### config.mk
export PLATFORM = sky130hd
export DESIGN_NAME = ram_fifo_ctrl_flat
export DESIGN_NICKNAME = d
export VERILOG_FILES = /design/src/rtl/ram_fifo_ctrl_if.sv /design/src/rtl/ram_fifo_ctrl.sv /design/src/flat_wrapper.sv
export SDC_FILE = /design/constraint.sdc
export NUM_CORES = 1
export LEC_CHECK = 0
export CORE_UTILIZATION = 48
export CTS_CLUSTER_DIAMETER = 150
export DETAILED_ROUTE_END_ITERATION = 16
export PLACE_DENSITY = 0.9
export SYNTH_ARGS = -nofsm -noshare
export SYNTH_HDL_FRONTEND = slang
export SYNTH_SLANG_ARGS = --single-unit
### constraint.sdc
create_clock -name AClkH -period 8.25 [get_ports AClkH]
set_input_delay 2.475 -clock AClkH [delete_from_list [all_inputs] [get_ports AClkH]]
set_output_delay 2.475 -clock AClkH [all_outputs]
set_load 0.02 [all_outputs]
### src/rtl/ram_fifo_ctrl_if.sv
// ram_fifo_ctrl_if: producer, consumer and RAM-port signals of the RAM-backed FIFO controller
interface ram_fifo_ctrl_if #(
  parameter int CAddrLen = 9,
  parameter int CDataLen = 32
);
  logic                AWrReq;
  logic [CDataLen-1:0] AWrData;
  logic                AWrFull;
  logic                ARdValid;
  logic [CDataLen-1:0] ARdData;
  logic                ARdAck;
  logic [CAddrLen:0]   ARamCount;
  logic [CAddrLen-1:0] ARamAddrWr;
  logic [CAddrLen-1:0] ARamAddrRd;
  logic [CDataLen-1:0] ARamMosi;
  logic                ARamWrEn;
  logic                ARamRdEn;
  logic [CDataLen-1:0] ARamMiso;
  modport slave (
    input  AWrReq, AWrData, ARdAck, ARamMiso,
    output AWrFull, ARdValid, ARdData, ARamCount, ARamAddrWr, ARamAddrRd, ARamMosi, ARamWrEn, ARamRdEn
  );
  modport master (
    output AWrReq, AWrData, ARdAck, ARamMiso,
    input  AWrFull, ARdValid, ARdData, ARamCount, ARamAddrWr, ARamAddrRd, ARamMosi, ARamWrEn, ARamRdEn
  );
endinterface

### src/rtl/ram_fifo_ctrl.sv
// ram_fifo_ctrl: FIFO in an external one-cycle-latency RAM with a 2-entry registered output buffer
module ram_fifo_ctrl #(
  parameter int CAddrLen = 9,
  parameter int CDataLen = 32
) (
  input logic           AClkH,
  input logic           AResetH,
  ram_fifo_ctrl_if.slave bus
);
  localparam logic [CAddrLen:0] CDepth = {1'b1, {CAddrLen{1'b0}}};
  logic [CAddrLen-1:0] wrPtr, rdPtr;
  logic [CAddrLen:0]   ramCount;
  logic [1:0]          bufCount, remCount, occCount;
  logic [CDataLen-1:0] bufHead, bufTail;
  logic                inFlight, full, wr, rd, pop;
  // Reads are only issued when the buffer is guaranteed room for the returning word
  always_comb begin
    full     = ramCount == CDepth;
    pop      = bus.ARdAck & (bufCount != 2'd0);
    wr       = bus.AWrReq & ~full & ~AResetH;
    remCount = bufCount - {1'b0, pop};
    occCount = remCount + {1'b0, inFlight};
    rd       = ~wr & (ramCount != '0) & ~AResetH & (occCount < 2'd2);
    bus.AWrFull    = full;
    bus.ARdValid   = bufCount != 2'd0;
    bus.ARdData    = bufHead;
    bus.ARamCount  = ramCount;
    bus.ARamAddrWr = wrPtr;
    bus.ARamAddrRd = rdPtr;
    bus.ARamMosi   = bus.AWrData;
    bus.ARamWrEn   = wr;
    bus.ARamRdEn   = rd;
  end
  // Returning word lands behind whatever survives this cycle's pop
  always_ff @(posedge AClkH) begin
    if (AResetH) begin
      wrPtr    <= '0;
      rdPtr    <= '0;
      ramCount <= '0;
      inFlight <= 1'b0;
      bufCount <= 2'd0;
      bufHead  <= '0;
      bufTail  <= '0;
    end else begin
      wrPtr    <= wrPtr + CAddrLen'(wr);
      rdPtr    <= rdPtr + CAddrLen'(rd);
      ramCount <= ramCount + (CAddrLen+1)'(wr) - (CAddrLen+1)'(rd);
      inFlight <= rd;
      bufCount <= occCount;
      bufHead  <= (inFlight && remCount == 2'd0) ? bus.ARamMiso : pop ? bufTail : bufHead;
      bufTail  <= (inFlight && remCount == 2'd1) ? bus.ARamMiso : bufTail;
    end
  end
endmodule

### src/flat_wrapper.sv
// flat-port wrapper written by rule: the top's interface ports become plain ports
module ram_fifo_ctrl_flat 
#(
  parameter int CAddrLen = 9,
  parameter int CDataLen = 32
)
  (AClkH, AResetH, bus_AWrReq, bus_AWrData, bus_ARdAck, bus_ARamMiso, bus_AWrFull, bus_ARdValid, bus_ARdData, bus_ARamCount, bus_ARamAddrWr, bus_ARamAddrRd, bus_ARamMosi, bus_ARamWrEn, bus_ARamRdEn);
  ram_fifo_ctrl_if #(.CAddrLen(CAddrLen), .CDataLen(CDataLen)) bus_i ();
  input logic AClkH;
  input logic AResetH;
  input wire logic [$bits(bus_i.AWrReq)-1:0] bus_AWrReq;
  input wire logic [$bits(bus_i.AWrData)-1:0] bus_AWrData;
  input wire logic [$bits(bus_i.ARdAck)-1:0] bus_ARdAck;
  input wire logic [$bits(bus_i.ARamMiso)-1:0] bus_ARamMiso;
  output wire logic [$bits(bus_i.AWrFull)-1:0] bus_AWrFull;
  output wire logic [$bits(bus_i.ARdValid)-1:0] bus_ARdValid;
  output wire logic [$bits(bus_i.ARdData)-1:0] bus_ARdData;
  output wire logic [$bits(bus_i.ARamCount)-1:0] bus_ARamCount;
  output wire logic [$bits(bus_i.ARamAddrWr)-1:0] bus_ARamAddrWr;
  output wire logic [$bits(bus_i.ARamAddrRd)-1:0] bus_ARamAddrRd;
  output wire logic [$bits(bus_i.ARamMosi)-1:0] bus_ARamMosi;
  output wire logic [$bits(bus_i.ARamWrEn)-1:0] bus_ARamWrEn;
  output wire logic [$bits(bus_i.ARamRdEn)-1:0] bus_ARamRdEn;
  assign bus_i.AWrReq = bus_AWrReq;
  assign bus_i.AWrData = bus_AWrData;
  assign bus_i.ARdAck = bus_ARdAck;
  assign bus_i.ARamMiso = bus_ARamMiso;
  assign bus_AWrFull = bus_i.AWrFull;
  assign bus_ARdValid = bus_i.ARdValid;
  assign bus_ARdData = bus_i.ARdData;
  assign bus_ARamCount = bus_i.ARamCount;
  assign bus_ARamAddrWr = bus_i.ARamAddrWr;
  assign bus_ARamAddrRd = bus_i.ARamAddrRd;
  assign bus_ARamMosi = bus_i.ARamMosi;
  assign bus_ARamWrEn = bus_i.ARamWrEn;
  assign bus_ARamRdEn = bus_i.ARamRdEn;
  ram_fifo_ctrl #(.CAddrLen(CAddrLen), .CDataLen(CDataLen)) u_core (.AClkH(AClkH), .AResetH(AResetH), .bus(bus_i));
endmodule
# ---- Yosys cells after proc, flatten, opt, wreduce, memory -nomap -nowiden
# Cells that the tools add are included.
dict set report classes {
  n_addsub 6
  order_cmp 1
  eq_ne 2
  mux 2
  bitwise_logic 9
  reduce_logical 6
}
# cell count
set ops {}
lappend ops {{$mux W32} 2}
lappend ops {{$add A9 B1 Y9} 2}
lappend ops {{$add A10 B1 Y10} 1}
lappend ops {{$eq A10 B10 Y1 const B} 1}
lappend ops {{$reduce_bool A10 Y1} 1}
lappend ops {{$sub A10 B1 Y10} 1}
lappend ops {{$and A1 B1 Y1} 6}
lappend ops {{$reduce_bool A2 Y1} 2}
lappend ops {{$not A1 Y1} 3}
lappend ops {{$add A2 B1 Y2} 1}
lappend ops {{$eq A2 B1 Y1 const B} 1}
lappend ops {{$logic_and A1 B1 Y1} 2}
lappend ops {{$logic_not A2 Y1} 1}
lappend ops {{$lt A2 B2 Y1 const B} 1}
lappend ops {{$sub A2 B1 Y2} 1}
dict set report word_totals {
  reg_bits 95
  in_bits 68
  out_inout_bits 96
  word_cells 33
}

# ---- Logic depth before layout (Yosys ltp)
dict set report depth {
  depth_word 9
  mapped_depth 21
  ltp_nobuf 20
}

# ---- Least setup slack after synthesis
# OpenSTA, ideal clock, no wires.
dict set report synth_path {
  path_kind {input to output}
  startpoint {in bus_ARdAck}
  endpoint {out bus_ARamRdEn}
  arrival_time_ns 4.251
  required_ns 5.775
  path_slack_ns 1.524
  cell_stages 10
  path_buffers 1
  cell_sequence {nand2_1 > buf_4 > inv_1 > ha_1 > inv_1 > ha_1 > xor3_1 > a311oi_4 > nand2_2 > inv_2}
}
dict set report synth_via {
  elab_chain_cells 5
}
# element line_no
set synth_rtl {}
lappend synth_rtl {{start, declared} flat_wrapper.sv:13} ;# input wire logic [$bits(bus_i.ARdAck)-1:0] bus_ARdAck;
lappend synth_rtl {{$and A1 B1 Y1} ram_fifo_ctrl.sv:19} ;# pop = bus.ARdAck & (bufCount != 2'd0);
lappend synth_rtl {{$sub A2 B1 Y2} ram_fifo_ctrl.sv:21} ;# remCount = bufCount - {1'b0, pop};
lappend synth_rtl {{$add A2 B1 Y2} ram_fifo_ctrl.sv:22} ;# occCount = remCount + {1'b0, inFlight};
lappend synth_rtl {{$lt A2 B2 Y1} ram_fifo_ctrl.sv:23} ;# rd = ~wr & (ramCount != '0) & ~AResetH & (occCount < 2'd2);
lappend synth_rtl {{$and A1 B1 Y1} ram_fifo_ctrl.sv:23}
lappend synth_rtl {{end, declared} flat_wrapper.sv:23} ;# output wire logic [$bits(bus_i.ARamRdEn)-1:0] bus_ARamRdEn;
# Every way passes these cells.

# ---- Worst setup path after layout
# Ends and elaborated chain as after synthesis.

==> impl_metrics.json <==
{
  "status": "finished with violations",
  "failed_checks": "design-rule violations",
  "leakage_nw": 2.17,
  "synthArstFlopShare_pct": 0,
  "fmax_ghz": 0.134,
  "fin_cells": 670,
  "critPathCaptureType": "output pin",
  "grt_pass1_wl_um": 15400,
  "min_period_over_period_pct": 90.5,
  "critPathLaunchType": "input port",
  "die-width_um": 97.9,
  "drt_iter0_drc": 122,
  "postCtsHoldBufs": 0,
  "required_ps": 5780,
  "dpl.hpwl_um": 6350,
  "synth_nets": 591,
  "tns_ps": 0,
  "ant_nets": 0,
  "rsz0062_at_grt": "no",
  "initial_core_util_pct": 50.1,
  "post_cts_buffers": 0,
  "pwr-share-clk_pct": 14.5,
  "max_slew_margin_pct": 18.8,
  "cts_tree": "done",
  "crit_chain": "clkdlybuf4s50_1, nand2_2, inv_1, ha_1, inv_1, ha_1, xor3_1, a311oi_4, nand2_2, inv_2, clkdlybuf4s50_1",
  "internal_power_mw": 1.10,
  "h-tree-depth": 3,
  "setup_viol": 0,
  "syn_avg_cell_area_um2": 8.78,
  "crit_family": "buffers and inverters",
  "hold-worst-slack_ps": 458,
  "min_path_type": "flip-flop to flip-flop",
  "worstPathMaxFanout": 5,
  "yosys.area.top_type": "dfxtp_1",
  "cts_buffers": 9,
  "die-area_um2": 9580,
  "cts_sinks": 95,
  "synth_edf_count": 0,
  "ys_ff_latch": 95,
  "cp.arrival_ps": 4990,
  "synth_top_area_share_pct": 43.1,
  "drc": 16,
  "wl_um": 9380,
  "syn_inst": 503,
  "placed_cells": 654,
  "p_sw_mw": 0.719,
  "crit_path_max_incr_delay_ps": 600,
  "grt_use_total_pct": 19.6,
  "overflow": 0,
  "place_congestion": 0.799,
  "maxSlewViolCount": 0,
  "skew_ps": 11.2,
  "io_buffer_count": 99,
  "diodes": 0,
  "ios": 164,
  "wl_per_cell_um": 14.0,
  "vias": 3552,
  "netSwitchingFraction_pct": 39.5,
  "multiInputGateArea_um2": 2100,
  "peakVddDrop_mv": 0.227,
  "synthTopCellsByArea": "dfxtp_1 (43%), mux2i_1 (7.3%), nand2_1 (6.1%)",
  "vias_per_cell": 5.30,
  "power_density_nw_per_um2": 338,
  "row_count": 34,
  "combPwrFrac_pct": 50.5,
  "drv_cap": 0,
  "first_pass_iters": 11,
  "antenna_found_initial": 0,
  "yosys_warnings": 0,
  "hold_viol_final": 0,
  "synth_flop_cell": "dfxtp_1",
  "crit_buf_inv": 5,
  "grt_pass1_vias": 3352,
  "ys_seq_area_share_pct": 43.1,
  "cts-resized-gates": 0,
  "drive_gt1_share_pct": 4.98,
  "crit_path_top_delay_cell": "clkdlybuf4s50_1",
  "cts_buffer_depth": 2,
  "fillers": 733,
  "path_class": "input port to output pin",
  "insertion_delay_ps": 340,
  "clkTransAtPathRegs_ps": 80,
  "synth_cell_types": 39,
  "pwr-share-seq_pct": 35.0,
  "synth_area_um2": 4410,
  "cts-root-buf": "clkbuf_8",
  "grt_max_degree": 100,
  "syn_to_final_growth_pct": 21.9,
  "worst_slew_pin_slew_ps": 1220,
  "finalNetCount": 645,
  "chipHeight_um": 97.9,
  "core_um2": 8810,
  "layout.area.seq_um2": 1900,
  "layout_min_cycle_time_ps": 7470
}
-- per-stage QoR --
| step | setup WS [ps] | power (mW) | cell area [um2] | util, % |
|---|---|---|---|---|
| 6_report | 784 | 1.82 | 5380 | 61.1 |
| 5_1_grt | 601 | 1.95 | 5380 | 61.1 |
| 4_1_cts | 775 | 1.84 | 5380 | 61.1 |
| 3_5_place_dp | 783 | 1.57 | 5220 | 59.2 |
| 3_3_place_gp | 824 | 1.53 | 5220 | 59.2 |
| 2_1_floorplan | 1520 | 1.28 | 4410 | - |
-- logic make-up (layout without fill, tap and decap cells) --
group / Yosys count / count (layout) / share of synthesized area [%]
buffers and inverters: 77 / 136 / 9.52
adder cells (fa/ha/maj): 20 / 20 / 5.84
AND/OR/NAND/NOR: 172 / 172 / 17.1
AO/OA/AOI/OAI: 88 / 88 / 13.0
XOR/XNOR: 18 / 18 / 3.91
multiplexers: 33 / 33 / 7.51
flip-flops: 95 / 95 / 43.1
-- registers in the layout, summed over array words and instances, names as in the netlist --
| name | cells |
|---|---|
| u_core.bufTail | 32 |
| u_core.bus.ARamAddrRd | 9 |
| u_core.bus.ARdData | 32 |
| u_core.inFlight | 1 |
| u_core.bufCount | 2 |
| u_core.bus.ARamAddrWr | 9 |
| u_core.bus.ARamCount | 10 |
-- power groups by stage --
stage / sequential [mW] / combinational [mW] / clock, mW
after floorplan: 0.729 / 0.553 / 0
after global placement: 0.641 / 0.889 / 0
after detailed placement: 0.647 / 0.922 / 0
after CTS: 0.637 / 0.928 / 0.274
after global routing: 0.650 / 1.01 / 0.293
final: 0.637 / 0.920 / 0.264
-- path summary, 6_finish.rpt --
kind	startpoint	to	slack, ps	cells after the start
worst max-delay path	bus_ARdAck	bus_ARamRdEn	780	11
worst max register to register	u_core.bufCount[1]	u_core.bus.ARamCount[8]	4190	20
worst min register to register	u_core.bufTail[29]	u_core.bufTail[29]	460	2
worst min-delay path	u_core.bufTail[29]	u_core.bufTail[29]	460	2
-- synthesized netlist by cell type (3+ instances only) --
library cell / instances
dfxtp_1: 95
nand2_1: 72
nor2_1: 54
a21oi_1: 39
buf_4: 35
a211oi_1: 33
mux2i_1: 32
clkbuf_1: 23
ha_1: 19
inv_1: 17
xor2_1: 10
nand3_1: 9
nor2b_1: 8
xnor2_1: 7
o21ai_0: 6
and3_1: 5
and2_1: 4
nand2b_1: 4
or3_1: 4
nand4_1: 3
o21bai_1: 3
-- layer usage --
metal | GRT usage [%] | vias up | wire (um)
met5 | 0 | - | 0
met4 | 6.41 | 0 | 110
met3 | 5.08 | 13 | 585
met2 | 34.2 | 101 | 4520
met1 | 23.4 | 1660 | 4170
li1 | - | 1778 | -
-- final cells by class --
class,instances,area share (%)
inverters,18,1.26
well taps,108,2.51
multi-input cells,331,39.0
clock inverters,5,0.628
repair buffers,102,18.8
flip-flops and latches,95,35.3
clock buffers,11,2.44
-- placed cells by master (no fill, tap or decap), drive strengths merged, types with 2 or more instances in the layout --
cell type,instances
a211oi,33
a21oi,39
and2,4
and3,5
buf,4
clkbuf,11
clkdlybuf4s50,98
clkinv,2
clkinvlp,2
dfxtp,95
ha,19
inv,19
mux2i,32
nand2,73
nand2b,4
nand3,9
nand4,3
nor2,54
nor2b,8
nor4,2
o21ai,7
o21bai,3
o311ai,2
or2,2
or3,4
xnor2,7
xor2,10
-- worst register-to-register path, cell delays in order, from the launching register on --
cell,delay (ps)
dfxtp_1,340
or2_2,310
nand2_2,80
inv_1,40
ha_1,300
inv_1,90
ha_1,150
xor3_1,270
a311oi_4,370
nand2_2,120
inv_2,90
nand2b_1,90
nand2_1,80
ha_1,160
inv_1,60
fa_1,370
nor2b_1,170
nor2_1,90
o311ai_1,400
o31ai_1,120
mux2_2,280
Power figures use the tool's default switching activity.
